==> config.mk <==
export PLATFORM = sky130hd
export DESIGN_NAME = mem_arbiter_2to1
export DESIGN_NICKNAME = d
export VERILOG_FILES = /design/src/rtl/mem_arb_pkg.sv /design/src/rtl/mem_arb_timer.sv /design/src/rtl/mem_arbiter_2to1.sv
export SDC_FILE = /design/constraint.sdc
export NUM_CORES = 1
export LEC_CHECK = 0
export ABC_CLOCK_PERIOD_IN_PS = 4300
export CORE_AREA = 10 10 142 144
export DETAILED_ROUTE_END_ITERATION = 12
export DIE_AREA = 0 0 152 154
export GPL_TIMING_DRIVEN = 1
export PLACE_DENSITY = 0.81
export SETUP_SLACK_MARGIN = 0.1
export SLEW_MARGIN = 20
export SYNTH_ARGS = -nofsm -noshare
export SYNTH_HDL_FRONTEND = slang
export SYNTH_HIERARCHICAL = 1
export SYNTH_SLANG_ARGS = --single-unit
==> constraint.sdc <==
create_clock -name clk -period 4.3 [get_ports clk]
set_input_delay 0.43 -clock clk [delete_from_list [all_inputs] [get_ports clk]]
set_output_delay 0.43 -clock clk [all_outputs]
set_load 0.05 [all_outputs]
==> src/rtl/mem_arb_pkg.sv <==
//------------------------------------------------------------------------------
// mem_arb_pkg
// Shared constants for the 2:1 PicoRV32 memory arbiter.
// Rev 1.0 - initial release
//------------------------------------------------------------------------------
`default_nettype none

package mem_arb_pkg;

  localparam logic [1:0] c_st_idle = 2'd0;
  localparam logic [1:0] c_st_busy = 2'd1;
  localparam logic [1:0] c_st_resp = 2'd2;

  localparam int c_cnt_w = 16;

endpackage

`default_nettype wire

==> src/rtl/mem_arb_timer.sv <==
//------------------------------------------------------------------------------
// mem_arb_timer
// Slave-response watchdog; used only when MEM_ARB_TIMEOUT_EN is defined.
// Rev 1.0 - initial release
//------------------------------------------------------------------------------
`default_nettype none

module mem_arb_timer
  import mem_arb_pkg::*;
#(
  parameter int LIMIT = 255,
  parameter int WIDTH = c_cnt_w
) (
  input  logic clk,
  input  logic reset,
  input  logic clear,
  input  logic enable,
  output logic expired
);

  localparam logic [WIDTH-1:0] c_last = WIDTH'(LIMIT - 1);

  logic [WIDTH-1:0] r_count;

  // Fires on the edge that would bring the count up to LIMIT.
  assign expired = enable && (r_count == c_last);

  always_ff @(posedge clk or posedge reset) begin
    if (reset) begin
      r_count <= '0;
    end else if (clear) begin
      r_count <= '0;
    end else if (enable) begin
      r_count <= r_count + 1'b1;
    end
  end

endmodule

`default_nettype wire

==> src/rtl/mem_arbiter_2to1.sv <==
//------------------------------------------------------------------------------
// mem_arbiter_2to1
// Round-robin 2:1 arbiter for the PicoRV32 native memory bus; one transaction
// in flight. Optional watchdog enabled by defining MEM_ARB_TIMEOUT_EN.
// Rev 1.0 - initial release
//------------------------------------------------------------------------------
`default_nettype none

module mem_arbiter_2to1
  import mem_arb_pkg::*;
#(
  parameter int          TIMEOUT_CYCLES = 255,
  parameter logic [31:0] TIMEOUT_RDATA  = 32'h0000_0000
) (
  input  logic        clk,
  input  logic        reset,

  input  logic        m0_valid,
  input  logic        m0_instr,
  input  logic [31:0] m0_addr,
  input  logic [31:0] m0_wdata,
  input  logic [3:0]  m0_wstrb,
  output logic        m0_ready,
  output logic [31:0] m0_rdata,

  input  logic        m1_valid,
  input  logic        m1_instr,
  input  logic [31:0] m1_addr,
  input  logic [31:0] m1_wdata,
  input  logic [3:0]  m1_wstrb,
  output logic        m1_ready,
  output logic [31:0] m1_rdata,

  output logic        s_valid,
  output logic        s_instr,
  output logic [31:0] s_addr,
  output logic [31:0] s_wdata,
  output logic [3:0]  s_wstrb,
  input  logic        s_ready,
  input  logic [31:0] s_rdata,

  output logic        grant,
  output logic        busy,
  output logic        timeout_err
);

  logic [1:0] r_state;
  logic       r_last_grant;

  logic w_any_valid;
  logic w_winner;
  logic w_expired;

  assign w_any_valid = m0_valid | m1_valid;
  // On a tie the master that did not win last time goes next.
  assign w_winner    = (m0_valid && m1_valid) ? ~r_last_grant : m1_valid;

`ifdef MEM_ARB_TIMEOUT_EN
  mem_arb_timer #(
    .LIMIT (TIMEOUT_CYCLES),
    .WIDTH (c_cnt_w)
  ) u_timer (
    .clk     (clk),
    .reset   (reset),
    .clear   ((r_state == c_st_idle) && w_any_valid),
    .enable  ((r_state == c_st_busy) && !s_ready),
    .expired (w_expired)
  );
`else
  assign w_expired = 1'b0;
`endif

  always_ff @(posedge clk or posedge reset) begin
    if (reset) begin
      r_state      <= c_st_idle;
      r_last_grant <= 1'b1;
      m0_ready     <= 1'b0;
      m0_rdata     <= '0;
      m1_ready     <= 1'b0;
      m1_rdata     <= '0;
      s_valid      <= 1'b0;
      s_instr      <= 1'b0;
      s_addr       <= '0;
      s_wdata      <= '0;
      s_wstrb      <= '0;
      grant        <= 1'b0;
      busy         <= 1'b0;
      timeout_err  <= 1'b0;
    end else begin
      m0_ready    <= 1'b0;
      m1_ready    <= 1'b0;
      timeout_err <= 1'b0;

      case (r_state)
        c_st_idle: begin
          if (w_any_valid) begin
            if (w_winner) begin
              s_instr <= m1_instr;
              s_addr  <= m1_addr;
              s_wdata <= m1_wdata;
              s_wstrb <= m1_wstrb;
            end else begin
              s_instr <= m0_instr;
              s_addr  <= m0_addr;
              s_wdata <= m0_wdata;
              s_wstrb <= m0_wstrb;
            end
            grant        <= w_winner;
            r_last_grant <= w_winner;
            s_valid      <= 1'b1;
            busy         <= 1'b1;
            r_state      <= c_st_busy;
          end
        end

        c_st_busy: begin
          // A real response on the expiry edge wins over the watchdog.
          if (s_ready || w_expired) begin
            s_valid     <= 1'b0;
            timeout_err <= !s_ready;
            if (grant) begin
              m1_rdata <= s_ready ? s_rdata : TIMEOUT_RDATA;
              m1_ready <= 1'b1;
            end else begin
              m0_rdata <= s_ready ? s_rdata : TIMEOUT_RDATA;
              m0_ready <= 1'b1;
            end
            r_state <= c_st_resp;
          end
        end

        c_st_resp: begin
          busy    <= 1'b0;
          r_state <= c_st_idle;
        end

        default: begin
          s_valid <= 1'b0;
          busy    <= 1'b0;
          r_state <= c_st_idle;
        end
      endcase
    end
  end

endmodule

`default_nettype wire
# Word-level counts from Yosys, hierarchy flattened
# Index checks and enable logic that the tools add are counted.
dict set report word_totals {
  romBits 0
  mem_bits_rw 0
  inputBits 175
  ff_bits 142
  out_inout_bits 139
  mem_count 0
  latchBits 0
}
dict set report op_classes {
  n_eq_ne 4
  n_shift 0
  reduce_logical 9
  n_addsub 0
  div_mod_pow 0
  order_cmp 0
  n_mux 20
  n_bitwise 5
  mul 0
}
# cell n
set op_table {}
lappend op_table {{32-bit two-way mux} 2}
lappend op_table {{1-bit two-way mux} 12}
lappend op_table {{3-bit AND reduction} 3}
lappend op_table {{2-bit AND reduction} 3}
lappend op_table {{2-bit two-way mux} 2}
lappend op_table {{4-bit two-way mux} 1}
lappend op_table {{2-bit != test (second input constant)} 2}
lappend op_table {{1-bit NOT} 4}
lappend op_table {{2-bit one-hot mux with 2 select lines} 1}
lappend op_table {{1-bit one-hot mux with 3 select lines} 1}
lappend op_table {{2-bit by 1-bit == test with 1-bit output (second input constant)} 1}
lappend op_table {{2-bit == test (second input constant)} 1}
lappend op_table {{2-bit logical NOT} 1}
lappend op_table {{1-bit one-hot mux with 2 select lines} 1}
lappend op_table {{1-bit logical AND} 1}
lappend op_table {{1-bit logical NOT} 1}
lappend op_table {{1-bit bitwise OR} 1}

# Logic depth before layout (Yosys ltp)
# Gate-level depths: netlist (run 1).
dict set report depth {
  depth_word 3
  ltp_mapped 5
  ltp_nobuf 3
}

# Least setup slack after synthesis (run 1)
# OpenSTA, ideal clock, no wires.
dict set report synth_path {
  kind {register to register}
  startpoint {register r_last_grant}
  endpoint {register s_wdata[22]}
  arrival_ps 1462
  required_ps 4175
  stages_incl_launch_ff 6
  slack_ps 2713
  path_cell_list {dfstp_2 -> a21bo_1 -> buf_6 -> buf_6 -> mux2_4 -> mux2_2}
}
dict set report synth_between {
  elab_chain_len 3
}
# item line
set synth_rtl {}
lappend synth_rtl {{start, declared} mem_arbiter_2to1.sv:48} ;# logic r_last_grant;
lappend synth_rtl {{start signal, assigned} mem_arbiter_2to1.sv:109} ;# r_last_grant <= w_winner;
lappend synth_rtl {{1-bit NOT} mem_arbiter_2to1.sv:56} ;# assign w_winner = (m0_valid && m1_valid) ? ~r_last_grant : m1_valid;
lappend synth_rtl {{1-bit two-way mux} mem_arbiter_2to1.sv:56}
lappend synth_rtl {{32-bit two-way mux} mem_arbiter_2to1.sv:97} ;# if (w_winner) begin
lappend synth_rtl {{end signal, assigned} mem_arbiter_2to1.sv:100} ;# s_wdata <= m1_wdata;
lappend synth_rtl {{end signal, assigned} mem_arbiter_2to1.sv:105} ;# s_wdata <= m0_wdata;
lappend synth_rtl {{end, declared} mem_arbiter_2to1.sv:37} ;# output logic [31:0] s_wdata,
# Every way passes these cells.
# A chain may end at the register's enable or synchronous reset.

# Worst setup path in the final report (run 1)
dict set report layout_path {
  startpoint {input m1_valid}
  endpoint {register s_addr[26]}
}
dict set report layout_between {
  elab_chain_len 3
  word_cells_on_any_way 5
  classes_between {mux (2); bitwise (1); reduce/logical (2)}
}
# item line
set layout_rtl {}
lappend layout_rtl {{start, declared} mem_arbiter_2to1.sv:26} ;# input logic m1_valid,
lappend layout_rtl {{1-bit logical AND} mem_arbiter_2to1.sv:56}
lappend layout_rtl {{1-bit two-way mux} mem_arbiter_2to1.sv:56}
lappend layout_rtl {{32-bit two-way mux} mem_arbiter_2to1.sv:97}
lappend layout_rtl {{end signal, assigned} mem_arbiter_2to1.sv:99} ;# s_addr <= m1_addr;
lappend layout_rtl {{end signal, assigned} mem_arbiter_2to1.sv:104} ;# s_addr <= m0_addr;
lappend layout_rtl {{end, declared} mem_arbiter_2to1.sv:36} ;# output logic [31:0] s_addr,
# Parallel ways exist; a longest one is shown, timed or not.

==> impl_metrics.py, run 1 <==
metrics = {
    "outcome": {
        "status": "finished clean",
    },
    "floorplanning": {
        "boundaryPins": 314,
        "core-area_sq_um": 17180,
        "dieArea_sq_um": 23410,
        "fp.dieH_um": 154,
        "die_x_um": 152,
        "rows": 48,
        "initial_core_util": 0.3695,
    },
    "sta": {
        "rsz0062_at_grt": "false",
        "min_period_ps": 2209,
        "setup_viol_count_final": 0,
        "setup_ws_ps": 2091,
        "hold-worst-slack_ps": 365.7,
        "min_period_over_period": 0.5137,
        "worstMarginPinSlew_ps": 645.1,
        "slew_headroom": 0.5683,
        "hold_viol": 0,
        "drv_slew": 0,
        "max_freq_ghz": 0.4527,
        "clock_skew_ps": 7.571,
        "setup_tns_ps": 0,
    },
    "route": {
        "via_count": 4392,
        "drt_iter0_markers": 111,
        "drc": 0,
        "wire_per_inst_um": 20.46,
        "viasPerCell": 4.677,
        "dr.pass1.iters": 4,
        "ant_nets": 0,
        "routed_wl_mm": 19.21,
    },
    "final_layout": {
        "nFillCells": 1326,
        "multi_input_area_sq_um": 2648,
        "stdcell_area_sq_um": 10290,
        "layout.nets": 876,
        "n_antenna_cell": 0,
        "area_growth_pct": 62.09,
        "fin_util": 0.5988,
        "layout-drive-gt1-share": 0.3445,
        "finalNonFillerCells": 939,
        "regArea_sq_um": 3530,
    },
    "clock_network": {
        "clk_latency_ps": 410,
        "cts_resized": 0,
        "cts_tree": "done",
        "path_clk_slew_ps": 60,
        "max-clock-path-buffers": 2,
        "numCtsBuffers": 17,
        "htree_num_levels": 4,
        "cts_sinks": 141,
        "cts_root_buf": "clkbuf_16",
        "cts_hold_buf": 0,
        "cts_setup_buffers": 0,
    },
    "logic_synthesis": {
        "async_reset_ff_frac": 1.000,
        "syn_inst": 386,
        "synth.area.top_cells": "dfrtp_1 (55%), mux2_2 (24%), mux2_4 (16%)",
        "syn_nets": 561,
        "yosys.area.top_type": "dfrtp_1",
        "ys_types": 22,
        "yosysMostFrequentCell": "dfrtp_1",
        "synthTopCellsByCount": "dfrtp_1 (140), mux2_2 (133), mux2_4 (69)",
        "dominantRegCellSynth": "dfrtp_1",
        "ys_ff_latch": 141,
        "synth-edff-count": 0,
        "synth.top_cell.area_share": 0.5521,
        "syn-mean-instance-area_sq_um": 16.44,
        "ys.warnings.count": 6,
        "syn_area_sq_um": 6346,
        "synth-seq-area-share": 0.5562,
    },
    "pwr": {
        "pwr-share-clk": 0.156,
        "p_leak_nw": 4.412,
        "p_int_mw": 4.945,
        "pwr-share-seq": 0.259,
        "switching_share": 0.4597,
        "max-vdd-ir-drop_v": 0.0005591,
        "p_per_area_nw_per_um2": 889.7,
        "combPwrFrac": 0.585,
        "power_mw": 9.152,
        "p_sw_mw": 4.207,
    },
    "placement": {
        "numPortBuffers": 312,
        "dp_hpwl_mm": 15.34,
        "pre_cts_slack_ps": 1674,
        "placedCellCount": 906,
        "place_area_sq_um": 9679,
        "gp_congestion": 0.7833,
    },
    "worst_setup_path": {
        "cp.arrival_ps": 2490,
        "cpLargestDelayFamily": "buffers and inverters",
        "cp_slowest_cell": "clkdlybuf4s50_1",
        "cp-start-kind": "input port",
        "cp-end-kind": "flip-flop",
        "critPathBufInv": 2,
        "worstPathCellList": "clkdlybuf4s50_1 > a21bo_4 > buf_12 > mux2_4 > mux2_2",
        "critical_path_class": "in2reg",
        "crit_required_ps": 4580,
        "critPathMaxStageDelay_ps": 510,
        "ff2ff_path_depth": 4,
        "crit_cells": 5,
        "cp_max_fo": 51,
    },
    "hold_path": {
        "hold_path.class": "in2async",
    },
    "grt": {
        "track_usage": 0.1623,
        "antenna_found_initial": 0,
        "grt_pass1_vias": 5178,
        "grt-ovfl-total": 0,
        "grt_max_degree": 65,
        "grt_pass1_wl_mm": 29.96,
    },
    "job": {
        "cap_violations": 0,
    },
}
-- cell families after synthesis --
group                  after synthesis  synth area share
other                                1         0.0005909
muxes                              202            0.3993
DFF                                141            0.5562
AOI/OAI and AO/OA                    8          0.008281
and+or+nand+nor                      8          0.006506
buffers and inverters               26           0.02918
-- registers in the layout, indices dropped and copies added (netlist names) --
| signal | cells |
|---|---|
| m0_rdata | 32 |
| m1_rdata | 32 |
| s_addr | 32 |
| s_wdata | 32 |
| s_wstrb | 4 |
| r_state | 2 |
| busy | 1 |
| grant | 1 |
| m0_ready | 1 |
| m1_ready | 1 |
| r_last_grant | 1 |
| s_instr | 1 |
| s_valid | 1 |
-- cells in the final DEF, fill, tap and decap left out, types with 2 or more instances in the layout --
cell	instances
buf_12	4
buf_4	3
clkbuf_16	17
clkbuf_8	4
clkdlybuf4s50_1	312
clkinvlp_4	7
dfrtp_1	140
inv_1	2
inv_6	3
mux2_2	133
mux2_4	69
nand2_1	3
o21ai_0	3
-- worst paths after layout --
| path | from | end | slack [ps] |
|---|---|---|---|
| worst max-delay path | m1_valid | s_addr[26] | 2090 |
| min in group clk | s_valid | s_valid | 490 |
| max in group asynchronous | reset | r_last_grant | 2970 |
| worst max register to register | r_last_grant | s_addr[26] | 2150 |
| worst min register to register | s_valid | s_valid | 490 |
| worst min-delay path | reset | m0_rdata[0] | 370 |
-- layout make-up --
| cell class | count | area share |
|---|---|---|
| sequential | 141 | 0.3431 |
| timing repair buffer | 319 | 0.3136 |
| multi-input combinational | 219 | 0.2574 |
| clock buffer | 21 | 0.04671 |
| tap | 225 | 0.02737 |
| clock inverter | 11 | 0.01034 |
| inverter | 3 | 0.001460 |
-- layer usage --
metal	global-route usage	wire length, um	up-vias	share of wire
met5	0	0	-	0
met4	0.05273	330	0	0.017
met3	0.09121	2015	21	0.10
met2	0.2774	9881	215	0.51
met1	0.1647	6985	2153	0.36
li1	-	-	2003	-
-- power groups by stage --
stage	logic [mW]	registers [mW]	clock network, mW
after floorplan	1.23	4.67	0
after global placement	5.33	2.35	0
after detailed placement	5.41	2.39	0
after CTS	5.42	2.38	1.47
after global routing	5.57	2.46	1.53
final	5.35	2.37	1.43
-- worst register-to-register path: cells and delay by family, from the launching register on --
family          cells  cell delay, ps
buf+inv             1             380
mux                 2             680
flops               1             570
compound gates      1             410
Note: power is estimated with default switching activity, not from simulation.
==> run 2, diff against run 1 <==
--- a/config.mk
+++ b/config.mk
@@ -5,7 +5,7 @@
 export SDC_FILE = /design/constraint.sdc
 export NUM_CORES = 1
 export LEC_CHECK = 0
-export ABC_CLOCK_PERIOD_IN_PS = 4300
+export ABC_CLOCK_PERIOD_IN_PS = 1800
 export CORE_AREA = 10 10 142 144
 export DETAILED_ROUTE_END_ITERATION = 12
 export DIE_AREA = 0 0 152 154
==> constraint.sdc (replaced) <==
create_clock -name clk -period 1.8 [get_ports clk]
set_input_delay 0.18 -clock clk [delete_from_list [all_inputs] [get_ports clk]]
set_output_delay 0.18 -clock clk [all_outputs]
set_load 0.05 [all_outputs]
==> run 2 against run 1 <==
  * Combinational power increased by 120%
  * Design area increased by 0.35%
  * Register-to-register slack got worse by 2100 ps
  * Power increased by 130%
  * First-iteration DRC count increased by 12%
  * Count of clock-buffer cells in the layout decreased by 4
  * Via count increased by 2.9%
  * Sequential power increased by 140%
  * Highest routed layer unchanged
  * Core utilization increased by 0.21 points
  * Final cell count increased by 1.3%
  * Clock skew increased by 3.3 ps
  * Largest power group unchanged
  * Wire length increased by 4.8%
==> impl_metrics.py, run 2 (synthesis gave the netlist of run 1 again) <==
metrics = {
    "outcome": {
        "status": "finished clean",
    },
    "clock_network": {
        "max-clock-path-buffers": 2,
        "cts_hold_buf": 0,
        "numCtsBuffers": 17,
        "htree_num_levels": 4,
        "cts_tree": "done",
        "path_clk_slew_ps": 60,
        "cts_sinks": 141,
        "cts_root_buf": "clkbuf_16",
        "clk_latency_ps": 420,
    },
    "sta": {
        "clock_skew_ps": 10.83,
        "max_freq_ghz": 0.5821,
        "slew_headroom": 0.6322,
        "hold_viol": 0,
        "hold-worst-slack_ps": 31.89,
        "drv_slew": 0,
        "setup_viol_count_final": 0,
        "setup_ws_ps": 81.96,
        "rsz0062_at_grt": "true",
        "min_period_ps": 1718,
        "min_period_over_period": 0.9545,
        "worstMarginPinSlew_ps": 553.9,
    },
    "grt": {
        "antenna_found_initial": 0,
        "busiest_layer": "met2",
        "grt_max_degree": 81,
        "track_usage": 0.1636,
        "grt-ovfl-total": 0,
        "use_met1": 0.1680,
        "grt_pass1_vias": 5267,
        "gr-usage-met2": 0.2807,
        "grt_pass1_wl_mm": 30.17,
        "met3_usage": 0.07699,
    },
    "pwr": {
        "pwr-share-seq": 0.268,
        "p_sw_mw": 10.25,
        "power_mw": 21.08,
        "switching_share": 0.4862,
        "p_leak_nw": 4.747,
        "p_per_area_nw_per_um2": 2042,
        "combPwrFrac": 0.568,
        "pwr-share-clk": 0.163,
        "p_int_mw": 10.83,
        "max-vdd-ir-drop_v": 0.001123,
    },
    "route": {
        "drt_iter0_markers": 124,
        "dr.pass1.iters": 4,
        "drc": 0,
        "routed_wl_mm": 20.13,
        "wire_per_inst_um": 21.17,
        "ant_nets": 0,
        "via_count": 4519,
        "viasPerCell": 4.752,
    },
    "worst_setup_path": {
        "cp_max_fo": 8,
        "critPathBufInv": 1,
        "critPathMaxStageDelay_ps": 560,
        "cp-end-kind": "flip-flop",
        "cp_slowest_cell": "dfstp_2",
        "critical_path_class": "reg2reg",
        "cp.arrival_ps": 2020,
        "cpLargestDelayFamily": "multiplexers",
        "crit_required_ps": 2110,
        "cp-start-kind": "flip-flop",
        "cp_common_cell": "mux2_4",
        "worstPathCellList": "a21bo_4 > clkbuf_16 > mux2_4 > mux2_4",
    },
    "final_layout": {
        "layout.nets": 888,
        "layout_common_cells": "clkdlybuf4s50_1 (174), dfrtp_1 (140), mux2_2 (132), dlygate4sd2_1 (128), mux2_4 (70)",
        "n_antenna_cell": 0,
        "final_common_cell": "clkdlybuf4s50_1",
        "fin_util": 0.6010,
        "stdcell_area_sq_um": 10320,
        "area_growth_pct": 62.66,
        "layout-drive-gt1-share": 0.3705,
    },
    "floorplanning": {
        "rows": 48,
        "dieArea_sq_um": 23410,
        "core-area_sq_um": 17180,
        "fp.dieH_um": 154,
        "initial_core_util": 0.3695,
        "boundaryPins": 314,
        "die_x_um": 152,
    },
    "placement": {
        "pre_cts_slack_ps": -204.3,
        "place_area_sq_um": 9749,
        "gp_congestion": 0.8068,
        "numPortBuffers": 312,
        "dp_hpwl_mm": 15.55,
    },
    "hold_path": {
        "hold_path.class": "in2async",
    },
    "job": {
        "cap_violations": 0,
    },
}
## run 2: layout make-up
class | count | area, sq um
fillers | 1338 | 6854
flip-flops and latches | 141 | 3530
repair buffers | 330 | 3252
multi-input cells | 220 | 2668
clock buffers | 17 | 425.4
well taps | 225 | 281.5
clock inverters | 15 | 151.4
inverters | 3 | 15.01
## run 2: power by group through the flow
stage	logic (mW)	registers (mW)	clock network [mW]
after floorplan	2.93	11.1	0
after CTS	12.0	5.67	3.53
after global placement	12.8	5.63	0
final	12.0	5.66	3.44
after global routing	12.5	5.88	3.66
after detailed placement	12.9	5.76	0
## run 2: final timing paths
path | from | end | slack, ps | depth (start not counted)
min reg2reg | s_valid | s_valid | 480 | 2
min in group clk | s_ready | r_state[0] | 390 | 2
min | reset | s_addr[20] | 30 | 2
max | r_last_grant | s_addr[18] | 80 | 4
max reg2reg | r_last_grant | s_addr[18] | 80 | 4
max in group asynchronous | reset | r_state[1] | 1120 | 3
## run 2: metal layers
layer  vias up  share of wire  wire [um]
met3        34          0.089       1782
met2       221           0.51      10260
met4         0          0.027        551
met5         -              0          0
met1      2224           0.37       7542
li1       2040              -          -
## run 2: metrics by stage
step / setup TNS [ps] / instances
2_1_floorplan: -19920 / 386
3_3_place_gp: -6994 / 912
3_5_place_dp: -9775 / 912
4_1_cts: 0 / 945
5_1_grt: 0 / 951
6_report: 0 / 951
## run 2: timing repair
| item | CTS | global route |
|---|---|---|
| endpoints found under the setup margin | 160 | 88 |
| buffers inserted | 0 | 1 |
| gates resized for setup | 130 | 5 |
| gates cloned | 1 | 5 |
